**src/rtl/cpu_pkg.sv**
```systemverilog
// Shared CPU constants: word/address widths, SPM window size, the NOP
// encoding used for bubbles, and the reset fetch vector.
package cpu_pkg;

    localparam int WORD_W      = 32;  // instruction / data word width
    localparam int WORD_ADDR_W = 30;  // word address width (byte addr = {a,2'b00})
    localparam int SPM_ADDR_W  = 12;  // SPM word-address width

    localparam logic [WORD_W-1:0]      NOP_INSN     = 32'h0000_0000;
    localparam logic [WORD_ADDR_W-1:0] RESET_VECTOR = 30'h0;

endpackage : cpu_pkg

```
**src/rtl/if_stage_if.sv**
```systemverilog
// SPM port-A bundle between the fetch stage (master) and the scratch-pad
// memory (slave).
//   if_spm_as      : access strobe
//   if_spm_rw      : 0 = read, 1 = write
//   if_spm_addr    : word address
//   if_spm_wr_data : write data
//   if_spm_rd_data : read data, returned one clock after the address
// Handshake: there is no valid/ready pair; the master presents an address
// every cycle with if_spm_as=1 and the slave answers on the next cycle
// unconditionally, so every address issued is accepted.
interface if_stage_if
    import cpu_pkg::*;
#(
    parameter int SPM_ADDR_W = cpu_pkg::SPM_ADDR_W,
    parameter int DATA_W     = cpu_pkg::WORD_W
);
    logic                  if_spm_as;
    logic                  if_spm_rw;
    logic [SPM_ADDR_W-1:0] if_spm_addr;
    logic [DATA_W-1:0]     if_spm_wr_data;
    logic [DATA_W-1:0]     if_spm_rd_data;

    modport master (
        output if_spm_as, if_spm_rw, if_spm_addr, if_spm_wr_data,
        input  if_spm_rd_data
    );

    modport slave (
        input  if_spm_as, if_spm_rw, if_spm_addr, if_spm_wr_data,
        output if_spm_rd_data
    );
endinterface : if_stage_if

```
**src/rtl/if_stage_reg.sv**
```systemverilog
// IF/ID pipeline register.
//   clk, reset_n : clock, asynchronous active-low reset
//   stall        : hold every field
//   flush        : clear to an invalid NOP entry (beats stall)
//   hold         : hold every field (pre-priming cycle after reset)
//   bubble       : load an invalid NOP entry (taken branch squash)
//   pc_in        : PC of the word on insn_in
//   insn_in      : fetched word
//   fault_in     : pc_in lies outside the SPM window
//   if_pc, if_insn, if_en, if_fault : registered IF/ID entry
module if_reg
    import cpu_pkg::*;
#(
    parameter int                 ADDR_W       = cpu_pkg::WORD_ADDR_W,
    parameter int                 DATA_W       = cpu_pkg::WORD_W,
    parameter logic [ADDR_W-1:0]  RESET_VECTOR = cpu_pkg::RESET_VECTOR,
    parameter logic [DATA_W-1:0]  NOP_INSN     = cpu_pkg::NOP_INSN
) (
    input  logic              clk,
    input  logic              reset_n,
    input  logic              stall,
    input  logic              flush,
    input  logic              hold,
    input  logic              bubble,
    input  logic [ADDR_W-1:0] pc_in,
    input  logic [DATA_W-1:0] insn_in,
    input  logic              fault_in,
    output logic [ADDR_W-1:0] if_pc,
    output logic [DATA_W-1:0] if_insn,
    output logic              if_en,
    output logic              if_fault
);
    logic [ADDR_W-1:0] pc_d,    pc_q;
    logic [DATA_W-1:0] insn_d,  insn_q;
    logic              en_d,    en_q;
    logic              fault_d, fault_q;

    always_comb begin
        pc_d    = pc_q;
        insn_d  = insn_q;
        en_d    = en_q;
        fault_d = fault_q;
        if (flush || (!stall && !hold && bubble)) begin
            // if_pc is left alone: it is meaningless while if_en=0.
            insn_d  = NOP_INSN;
            en_d    = 1'b0;
            fault_d = 1'b0;
        end else if (!stall && !hold) begin
            pc_d    = pc_in;
            // A fault entry carries NOP so decode never sees aliased SPM data.
            insn_d  = fault_in ? NOP_INSN : insn_in;
            en_d    = 1'b1;
            fault_d = fault_in;
        end
    end

    always_ff @(posedge clk or negedge reset_n) begin
        if (!reset_n) begin
            pc_q    <= RESET_VECTOR;
            insn_q  <= NOP_INSN;
            en_q    <= 1'b0;
            fault_q <= 1'b0;
        end else begin
            pc_q    <= pc_d;
            insn_q  <= insn_d;
            en_q    <= en_d;
            fault_q <= fault_d;
        end
    end

    assign if_pc    = pc_q;
    assign if_insn  = insn_q;
    assign if_en    = en_q;
    assign if_fault = fault_q;
endmodule : if_reg

```
**src/rtl/if_stage.sv**
```systemverilog
// Instruction-fetch stage: owns the PC, drives SPM port A and fills the
// IF/ID register.
//   clk, reset_n       : clock, asynchronous active-low reset
//   stall              : hold PC and IF/ID
//   flush, new_pc      : exception/interrupt redirect (highest priority)
//   br_taken, br_addr  : taken branch from decode
//   spm                : SPM port A (master side)
//   if_pc, if_insn     : IF/ID entry
//   if_en              : IF/ID entry valid
//   if_fault           : entry was fetched from outside the SPM window
module if_stage
    import cpu_pkg::*;
#(
    parameter int                 ADDR_W       = cpu_pkg::WORD_ADDR_W,
    parameter int                 SPM_ADDR_W   = cpu_pkg::SPM_ADDR_W,
    parameter int                 DATA_W       = cpu_pkg::WORD_W,
    parameter logic [ADDR_W-1:0]  RESET_VECTOR = cpu_pkg::RESET_VECTOR,
    parameter logic [DATA_W-1:0]  NOP_INSN     = cpu_pkg::NOP_INSN
) (
    input  logic              clk,
    input  logic              reset_n,
    input  logic              stall,
    input  logic              flush,
    input  logic [ADDR_W-1:0] new_pc,
    input  logic              br_taken,
    input  logic [ADDR_W-1:0] br_addr,
    if_stage_if.master        spm,
    output logic [ADDR_W-1:0] if_pc,
    output logic [DATA_W-1:0] if_insn,
    output logic              if_en,
    output logic              if_fault
);
    // pc_q is the address whose data is on if_spm_rd_data this cycle.
    logic [ADDR_W-1:0] pc_d, pc_q;
    logic              primed_d, primed_q;
    logic              pc_legal;

    always_comb begin
        pc_d     = pc_q;
        primed_d = primed_q;
        if (flush) begin
            pc_d = new_pc;
        end else if (stall) begin
            pc_d = pc_q;
        end else if (!primed_q) begin
            // First edge after reset: SPM has not yet returned data for pc.
            primed_d = 1'b1;
        end else if (br_taken) begin
            pc_d = br_addr;
        end else begin
            pc_d = pc_q + ADDR_W'(1);
        end
    end

    always_ff @(posedge clk or negedge reset_n) begin
        if (!reset_n) begin
            pc_q     <= RESET_VECTOR;
            primed_q <= 1'b0;
        end else begin
            pc_q     <= pc_d;
            primed_q <= primed_d;
        end
    end

    // Address the SPM with next_pc so its data lines up with pc_q next cycle.
    assign spm.if_spm_as      = 1'b1;
    assign spm.if_spm_rw      = 1'b0;
    assign spm.if_spm_addr    = pc_d[SPM_ADDR_W-1:0];
    assign spm.if_spm_wr_data = '0;

    assign pc_legal = ((pc_q >> SPM_ADDR_W) == '0);

    if_reg #(
        .ADDR_W       (ADDR_W),
        .DATA_W       (DATA_W),
        .RESET_VECTOR (RESET_VECTOR),
        .NOP_INSN     (NOP_INSN)
    ) u_if_reg (
        .clk      (clk),
        .reset_n  (reset_n),
        .stall    (stall),
        .flush    (flush),
        .hold     (!primed_q),
        .bubble   (br_taken),
        .pc_in    (pc_q),
        .insn_in  (spm.if_spm_rd_data),
        .fault_in (!pc_legal),
        .if_pc    (if_pc),
        .if_insn  (if_insn),
        .if_en    (if_en),
        .if_fault (if_fault)
    );
endmodule : if_stage

```
**src/flat_wrapper.sv**
```systemverilog
// flat-port wrapper written by rule: the top's interface ports become plain ports
module if_stage_flat import cpu_pkg::*;
#(
    parameter int                 ADDR_W       = cpu_pkg::WORD_ADDR_W,
    parameter int                 SPM_ADDR_W   = cpu_pkg::SPM_ADDR_W,
    parameter int                 DATA_W       = cpu_pkg::WORD_W,
    parameter logic [ADDR_W-1:0]  RESET_VECTOR = cpu_pkg::RESET_VECTOR,
    parameter logic [DATA_W-1:0]  NOP_INSN     = cpu_pkg::NOP_INSN
)
  (clk, reset_n, stall, flush, new_pc, br_taken, br_addr, if_pc, if_insn, if_en, if_fault, spm_if_spm_as, spm_if_spm_rw, spm_if_spm_addr, spm_if_spm_wr_data, spm_if_spm_rd_data);
  if_stage_if #(.SPM_ADDR_W(SPM_ADDR_W), .DATA_W(DATA_W)) spm_i ();
  input  logic clk;
  input  logic reset_n;
  input  logic stall;
  input  logic flush;
  input  logic [ADDR_W-1:0] new_pc;
  input  logic br_taken;
  input  logic [ADDR_W-1:0] br_addr;
  output logic [ADDR_W-1:0] if_pc;
  output logic [DATA_W-1:0] if_insn;
  output logic if_en;
  output logic if_fault;
  output wire logic [$bits(spm_i.if_spm_as)-1:0] spm_if_spm_as;
  output wire logic [$bits(spm_i.if_spm_rw)-1:0] spm_if_spm_rw;
  output wire logic [$bits(spm_i.if_spm_addr)-1:0] spm_if_spm_addr;
  output wire logic [$bits(spm_i.if_spm_wr_data)-1:0] spm_if_spm_wr_data;
  input wire logic [$bits(spm_i.if_spm_rd_data)-1:0] spm_if_spm_rd_data;
  assign spm_if_spm_as = spm_i.if_spm_as;
  assign spm_if_spm_rw = spm_i.if_spm_rw;
  assign spm_if_spm_addr = spm_i.if_spm_addr;
  assign spm_if_spm_wr_data = spm_i.if_spm_wr_data;
  assign spm_i.if_spm_rd_data = spm_if_spm_rd_data;
  if_stage #(.ADDR_W(ADDR_W), .SPM_ADDR_W(SPM_ADDR_W), .DATA_W(DATA_W), .RESET_VECTOR(RESET_VECTOR), .NOP_INSN(NOP_INSN)) u_core (.clk(clk), .reset_n(reset_n), .stall(stall), .flush(flush), .new_pc(new_pc), .br_taken(br_taken), .br_addr(br_addr), .spm(spm_i), .if_pc(if_pc), .if_insn(if_insn), .if_en(if_en), .if_fault(if_fault));
endmodule
```
**config.mk**
```make
export PLATFORM = sky130hd
export DESIGN_NAME = if_stage_flat
export DESIGN_NICKNAME = d
export VERILOG_FILES = /design/src/rtl/cpu_pkg.sv /design/src/rtl/if_stage_if.sv /design/src/rtl/if_stage_reg.sv /design/src/rtl/if_stage.sv /design/src/flat_wrapper.sv
export SDC_FILE = /design/constraint.sdc
export NUM_CORES = 1
export LEC_CHECK = 0
export ABC_CLOCK_PERIOD_IN_PS = 6700
export CAP_MARGIN = 20
export CORE_AREA = 2 2 156 97
export DETAILED_ROUTE_END_ITERATION = 10
export DIE_AREA = 0 0 158 99
export PLACE_DENSITY = 0.79
export SLEW_MARGIN = 10
export SYNTH_ARGS = -nofsm -noshare
export SYNTH_HDL_FRONTEND = slang
export SYNTH_SLANG_ARGS = --single-unit
```
**constraint.sdc**
```tcl
create_clock -name clk -period 6.7 [get_ports clk]
set_input_delay 1.34 -clock clk [delete_from_list [all_inputs] [get_ports clk]]
set_output_delay 1.34 -clock clk [all_outputs]
set_load 0.01 [all_outputs]
```
* Word-level counts from Yosys, hierarchy flattened
Index checks and enable logic that the tools add are counted.
Storage, ports and cells: register bits 95, input port bits 97, output and inout bits 110
Operators by class: $add $sub $neg 1, equality and inequality tests 1, muxes and demuxes 11, bitwise gates (word level) 3, reduce and logical (&&, ||, !) cells 11
Operators with widths (count):
- $mux W30 | 4
- $mux W32 | 3
- $add A30 B1 Y30 const B | 1
- $logic_not A30 Y1 | 1
- $reduce_and A2 Y1 | 3
- $mux W1 | 4
- $reduce_bool A2 Y1 | 2
- $not A1 Y1 | 3
- $logic_and A1 B1 Y1 | 2
- $logic_not A1 Y1 | 2
- $ne A2 B1 Y1 const B | 1
- $logic_or A1 B1 Y1 | 1

* Longest topological paths before layout
Gate-level depths: netlist of run 1.
depth after elaboration 6, mapped depth 8, mapped depth without buffers 6

* Hierarchy
Synthesis of run 1 repeated with hierarchy kept, for this count alone.
Unflattened totals: cells, all modules 484, area total of the unflattened synthesis 5029.8 um^2
Modules (own cells, without submodules):
- if_stage | instances 1, cells an instance 340, area each 2636.3 um^2
- if_reg | instances 1, cells an instance 144, area each 2393.5 um^2

* Worst setup path before layout of run 1
Ideal clock, no wire load.
path kind input to output, from input stall, to output spm_if_spm_addr[10], arrival time 2.649 ns, path slack 2.711 ns, stages 7, path buffers 4, cells stage by stage nand2b_1 clkbuf_1 or3_1 clkbuf_1 clkbuf_1 o21ai_1 buf_4
On the way: cells in the longest elaborated chain, start to end 2
Ends and longest elaborated chain:
- start, declared | line flat_wrapper.sv:14 | input logic stall;
- $mux W30 | line if_stage.sv:43 | end else if (stall) begin
- $mux W30 | line if_stage.sv:41 | if (flush) begin
- end, declared | line flat_wrapper.sv:25 | output wire logic [$bits(spm_i.if_spm_addr)-1:0] spm_if_spm_addr;
Every way passes these cells. The select of a mux whose other input is x is not followed.

* Worst setup path after layout of run 1
from input stall, to output spm_if_spm_addr[7]
The elaborated chain is that of the path after synthesis.

==> results.py, run 1 <==
metrics = {
    "run_status": {
        "status": "complete, no violations",
    },
    "clock_network": {
        "numClockSinks": 95,
        "cts_buffers": 9,
        "cts-resized-gates": 0,
        "holdBufCountCts": 0,
        "post-cts-setup-buffers": 0,
        "cts_tree": "done",
        "root_buffer": "clkbuf_16",
        "cts-htree-levels": 3,
        "max-clock-path-buffers": 2,
        "clk_pin_slew_ns": 0.07,
        "worstSkewPairLatency_ns": 0.34,
    },
    "sta": {
        "min_period_over_period_pct": 80.7,
        "maxSlewViolCount": 0,
        "finalHoldViolations": 0,
        "worst_pin_slew_ns": 0.991,
        "fin_tns_setup_ns": 0,
        "fin_crit_ns": 5.40,
        "clock.fmax_ghz": 0.185,
        "rsz0062_at_grt": "no",
        "final-setup-viol-count": 0,
        "timing.hold.ws_ns": 0.479,
        "finClkSkew_ns": 0.00272,
        "max_slew_margin_pct": 33.9,
    },
    "cells_and_area": {
        "diodes": 0,
        "multiInputGateArea_mm2": 0.00210,
        "drive_gt1_share_pct": 4.63,
        "finalNetCount": 784,
        "seqCellArea_mm2": 0.00238,
        "fin_util_pct": 48.2,
        "areaGrowthSynthToFinish_pct": 40.1,
        "nFillCells": 1374,
        "layout_commonest_cell": "clkdlybuf4s50_1",
        "final_cell_mix": "clkdlybuf4s50_1, nand2_1, dfrtp_1",
    },
    "critical_path": {
        "cp-end-kind": "primary output",
        "crit_path_start_kind": "primary input",
        "reg2reg_to": "u_core.u_if_reg.if_insn[26]",
        "required_ns": 5.36,
        "cp_max_fo": 56,
        "critPathArrivalTime_ns": 4.06,
        "timing_worst_setup_path_type": "in2out",
        "r2r-start": "u_core.pc_q[18]",
        "reg2reg_depth": 6,
        "reg2reg_slack_ns": 4.33,
    },
    "worst_hold_path": {
        "hold_depth": 2,
        "min_from": "u_core.u_if_reg.if_pc[2]",
        "hp-class": "reg2reg",
        "hold_path_end": "u_core.u_if_reg.if_pc[2]",
    },
    "synth": {
        "syn_area_mm2": 0.00488,
        "yosys.area.top_type_share_pct": 48.7,
        "ys_warn_count": 0,
        "ys_seq_elements": 95,
        "synth_cells": 547,
        "ys_seq_area_share_pct": 48.7,
        "yosys.cell_types.count": 39,
        "synth_area_leaders": "dfrtp_1, nand2_1, buf_4",
        "async_flop_share_pct": 100,
        "syn_area_per_cell_um2": 8.93,
        "synth-edff-count": 0,
        "yosys.area.top_type": "dfrtp_1",
        "synth_ff_type": "dfrtp_1",
    },
    "grt": {
        "grt_util_all_layers_pct": 18.8,
        "grt_pass1_vias": 4221,
        "grt_max_degree": 64,
        "antenna_found_initial": 0,
        "grt-ovfl-total": 0,
        "grt_pass1_wl_um": 23000,
    },
    "floorplan": {
        "die_h_um": 99,
        "start_util_pct": 34.4,
        "die_area_mm2": 0.0156,
        "rows": 34,
        "io_pins": 207,
        "die_x_um": 158,
        "core-area_mm2": 0.0142,
    },
    "drt": {
        "drtAntennaViolNets": 0,
        "drt-met1-wl_um": 6950,
        "wl_met3_um": 1120,
        "drc_errors": 0,
        "wirelength_um": 14700,
        "wl_met2_um": 6440,
        "via_per_inst": 4.90,
        "drtIter0Drc": 402,
        "avgRoutedWirePerCell_um": 16.5,
        "dr.pass1.iters": 6,
        "top_layer": "met4",
        "vias": 4358,
    },
    "placed_design": {
        "post-dp-hpwl_um": 10500,
        "gp_congestion": 0.881,
        "portBuffers": 172,
    },
    "flow_run": {
        "maxCapViolCount": 0,
    },
    "power_and_ir_drop": {
        "power.density_mw_per_mm2": 226,
        "p_leak_nw": 2.92,
        "peakVddDrop_uv": 111,
    },
}
## per-layer routing
layer / vias up / global-route usage (%)
li1: 2075 / -
met1: 2085 / 27.8
met2: 182 / 27.5
met3: 16 / 5.45
met4: 0 / 3.88
met5: - / 0
## synthesized netlist by cell type, types with 2 or more instances
library cell  number
o221ai_1           3
buf_4             47
nor3b_1            3
clkbuf_1          30
xnor2_1           17
conb_1             2
and4_1             6
and2_1             2
nand3_1           28
a22oi_1            2
o21ai_1           20
nand2_1          123
inv_1              5
nor3_1            16
buf_6              3
mux2i_1            2
xor2_1             8
nor4_1             5
a22o_1            32
and3_1             3
dfrtp_1           95
nand4_1            4
o21ai_0           13
buf_1              3
a31oi_1            2
nor2_1            14
a21oi_1           46
buf_2              2
## power breakdown
group	total, mW	switching [mW]	internal [mW]	leakage (nW)
Clock	0.522	0.223	0.299	0.138
Combinational	0.335	0.156	0.178	1.55
Sequential	0.691	0.0584	0.632	1.23
## flip-flops by register name (all words and copies together), names as in the netlist
name and count:
u_core.u_if_reg.if_insn 32, u_core.u_if_reg.if_en 1, u_core.u_if_reg.if_pc 30, u_core.u_if_reg.if_fault 1, u_core.pc_q 30, u_core.primed_q 1
## logic make-up after synthesis
family                   after synthesis  synth area share [%]
other                                  2                 0.154
multiplexers                           3                 0.640
AND/OR/NAND/NOR                      210                  19.3
XOR/XNOR                              25                  4.48
buffers and inverters                 90                  11.0
flip-flops                            95                  48.7
adder cells (fa/ha/maj)                1                 0.256
AO/OA/AOI/OAI                        121                  15.4
## final cells by class
type,instances,area share (%)
timing repair buffer,181,26.3
inverter,5,0.274
multi-input combinational,394,30.7
clock buffer,11,3.55
tap,198,3.62
sequential,95,34.7
clock inverter,5,0.841
## per-stage QoR
stage / cell area (um^2) / worst slack (ns) / instances / total power, mW
2_1_floorplan: 5000 / 2.71 / 579 / 0.852
3_3_place_gp: 6520 / 1.34 / 872 / 1.03
3_5_place_dp: 6550 / 1.30 / 873 / 1.03
4_1_cts: 6850 / 1.31 / 889 / 1.56
5_1_grt: 6850 / 1.17 / 889 / 1.63
6_report: 6850 / 1.30 / 889 / 1.55
## worst max-delay path, stage by stage
cell,delay [ns]
clkdlybuf4s50_1,0.45
nand2b_1,0.16
buf_4,0.23
or3_2,0.85
o21ai_1,0.39
clkdlybuf4s50_1,0.59
## worst max path at each step
stage	from	end	slack, ns	cells after the start
after floorplan	stall	spm_if_spm_addr[10]	2.71	7
after global placement	stall	spm_if_spm_addr[7]	1.34	6
after detailed placement	stall	spm_if_spm_addr[7]	1.30	6
after CTS	stall	spm_if_spm_addr[7]	1.31	6
after global routing	stall	spm_if_spm_addr[7]	1.17	6
final	stall	spm_if_spm_addr[7]	1.30	6
Note: power is estimated with default switching activity, not from simulation.
==> inputs of run 2 (changes only) <==
Settings changed: ABC_CLOCK_PERIOD_IN_PS 6700 to 4900, PLACE_DENSITY 0.79 to 0.82.
Clock period 6.7 ns to 4.9 ns, I/O delays scaled along.
==> run 2 against run 1 <==
Net effect:
- critical path type unchanged
- critical path depth is 1 lower
- worst setup slack worse by 0.48 ns
- flip-flop and latch count stayed put
- die area stayed put
- clock skew is 0.0053 ns higher
- register-to-register slack worse by 1.7 ns
- combinational power is 36% higher
- first-iteration DRC count is 8.0% lower
- highest routed layer unchanged
==> results.py, run 2 (synthesized netlist as in run 1, its figures left out) <==
metrics = {
    "grt": {
        "grt-ovfl-total": 0,
        "grt_pass1_wl_um": 23100,
        "grt_util_all_layers_pct": 19.0,
        "grt_max_degree": 64,
        "grt_pass1_vias": 4282,
        "antenna_found_initial": 0,
    },
    "cells_and_area": {
        "areaGrowthSynthToFinish_pct": 40.0,
        "fin_util_pct": 48.1,
        "final_cell_mix": "clkdlybuf4s50_1, nand2_1, dfrtp_1",
        "layout_commonest_cell": "clkdlybuf4s50_1",
        "seqCellArea_mm2": 0.00238,
        "multiInputGateArea_mm2": 0.00210,
        "nFillCells": 1389,
        "drive_gt1_share_pct": 4.90,
        "final_area_mm2": 0.00684,
        "largest_reg_flops": 32,
        "finalNetCount": 787,
        "stdcell_count": 892,
        "diodes": 0,
    },
    "floorplan": {
        "die_x_um": 158,
        "io_pins": 207,
        "die_h_um": 99,
        "start_util_pct": 34.4,
        "rows": 34,
        "die_area_mm2": 0.0156,
        "core-area_mm2": 0.0142,
    },
    "run_status": {
        "status": "complete, no violations",
    },
    "clock_network": {
        "clk_pin_slew_ns": 0.06,
        "holdBufCountCts": 0,
        "worstSkewPairLatency_ns": 0.34,
        "cts-htree-levels": 3,
        "cts_tree": "done",
        "root_buffer": "clkbuf_16",
        "cts-resized-gates": 0,
        "numClockSinks": 95,
        "max-clock-path-buffers": 2,
        "cts_buffers": 9,
        "post-cts-setup-buffers": 0,
    },
    "placed_design": {
        "post-dp-hpwl_um": 10400,
        "portBuffers": 172,
        "numPlacedInstances": 876,
        "gp_congestion": 0.856,
        "place_area_mm2": 0.00655,
    },
    "critical_path": {
        "cp.buffers_inverters": 2,
        "required_ns": 3.92,
        "cp_max_fo": 26,
        "cp_common_cell": "clkdlybuf4s50_1",
        "slowest_stage": "or3_2",
        "cp-end-kind": "primary output",
        "reg2reg_depth": 7,
        "path_cells": "clkdlybuf4s50_1, nand2b_1, or3_2, o21ai_1, clkdlybuf4s50_1",
        "timing_worst_setup_path_type": "in2out",
        "reg2reg_slack_ns": 2.66,
        "r2r-start": "u_core.primed_q",
        "critPathArrivalTime_ns": 3.11,
        "crit_path_start_kind": "primary input",
        "slowest_delay_ns": 0.68,
        "crit_family": "buffers and inverters",
        "reg2reg_to": "u_core.u_if_reg.if_insn[26]",
    },
    "drt": {
        "vias": 4300,
        "via_per_inst": 4.82,
        "drtIter0Drc": 370,
        "avgRoutedWirePerCell_um": 16.3,
        "drc_errors": 0,
        "drtAntennaViolNets": 0,
        "dr.pass1.iters": 4,
        "wirelength_um": 14500,
    },
    "power_and_ir_drop": {
        "power.density_mw_per_mm2": 306,
        "peakVddDrop_uv": 141,
        "power.total_mw": 2.10,
        "p_leak_nw": 2.92,
    },
    "sta": {
        "fin_tns_setup_ns": 0,
        "fin_crit_ns": 4.09,
        "finClkSkew_ns": 0.00806,
        "min_period_over_period_pct": 83.4,
        "max_slew_margin_pct": 56.4,
        "rsz0062_at_grt": "no",
        "finalHoldViolations": 0,
        "final-setup-viol-count": 0,
        "maxSlewViolCount": 0,
        "clock.fmax_ghz": 0.245,
        "worst_pin_slew_ns": 0.655,
    },
    "flow_run": {
        "maxCapViolCount": 0,
    },
    "worst_hold_path": {
        "hold_depth": 2,
        "hold_path_end": "u_core.u_if_reg.if_pc[6]",
        "min_from": "u_core.u_if_reg.if_pc[6]",
        "hp-class": "reg2reg",
    },
}
-- run 2: routing by layer --
| metal | part of all wire (%) | track usage, % |
|---|---|---|
| met1 | 47 | 27.4 |
| met2 | 43 | 27.3 |
| met3 | 8.8 | 6.64 |
| met4 | 1.4 | 4.57 |
| met5 | 0 | 0 |
-- run 2: layout make-up --
type | count | share of cell area (%)
Clock buffer | 11 | 3.40
Clock inverter | 5 | 0.860
Inverter | 5 | 0.274
Multi-Input combinational cell | 394 | 30.7
Sequential cell | 95 | 34.8
Tap cell | 198 | 3.62
Timing Repair Buffer | 184 | 26.4
-- run 2: how the worst max path moves through the flow --
stage,start,cells after the start,to
4_1_cts,stall,8,spm_if_spm_addr[8]
6_report,stall,5,spm_if_spm_addr[10]
2_1_floorplan,stall,7,spm_if_spm_addr[10]
5_1_grt,stall,8,spm_if_spm_addr[8]
3_5_place_dp,stall,8,spm_if_spm_addr[8]
3_3_place_gp,stall,5,spm_if_spm_addr[10]
-- run 2: report_power, final --
part	internal [mW]	switching, mW	leakage (nW)	total (mW)
clock network	0.396	0.301	0.136	0.697
registers	0.865	0.0783	1.23	0.943
logic	0.246	0.210	1.56	0.455
total	1.51	0.589	2.92	2.10
-- run 2: stage by stage --
stage                     hold WS [ns]  setup slack (ns)
after floorplan                  0.459              1.63
after global placement           0.458             0.825
after detailed placement         0.464             0.812
after CTS                        0.483             0.785
after global routing             0.499             0.634
final                            0.476             0.812
-- run 2: worst min-delay path: cells and delay by family (launching register included) --
kind | cells | cell delay, ns
flops | 1 | 0.34
simple gates | 2 | 0.10
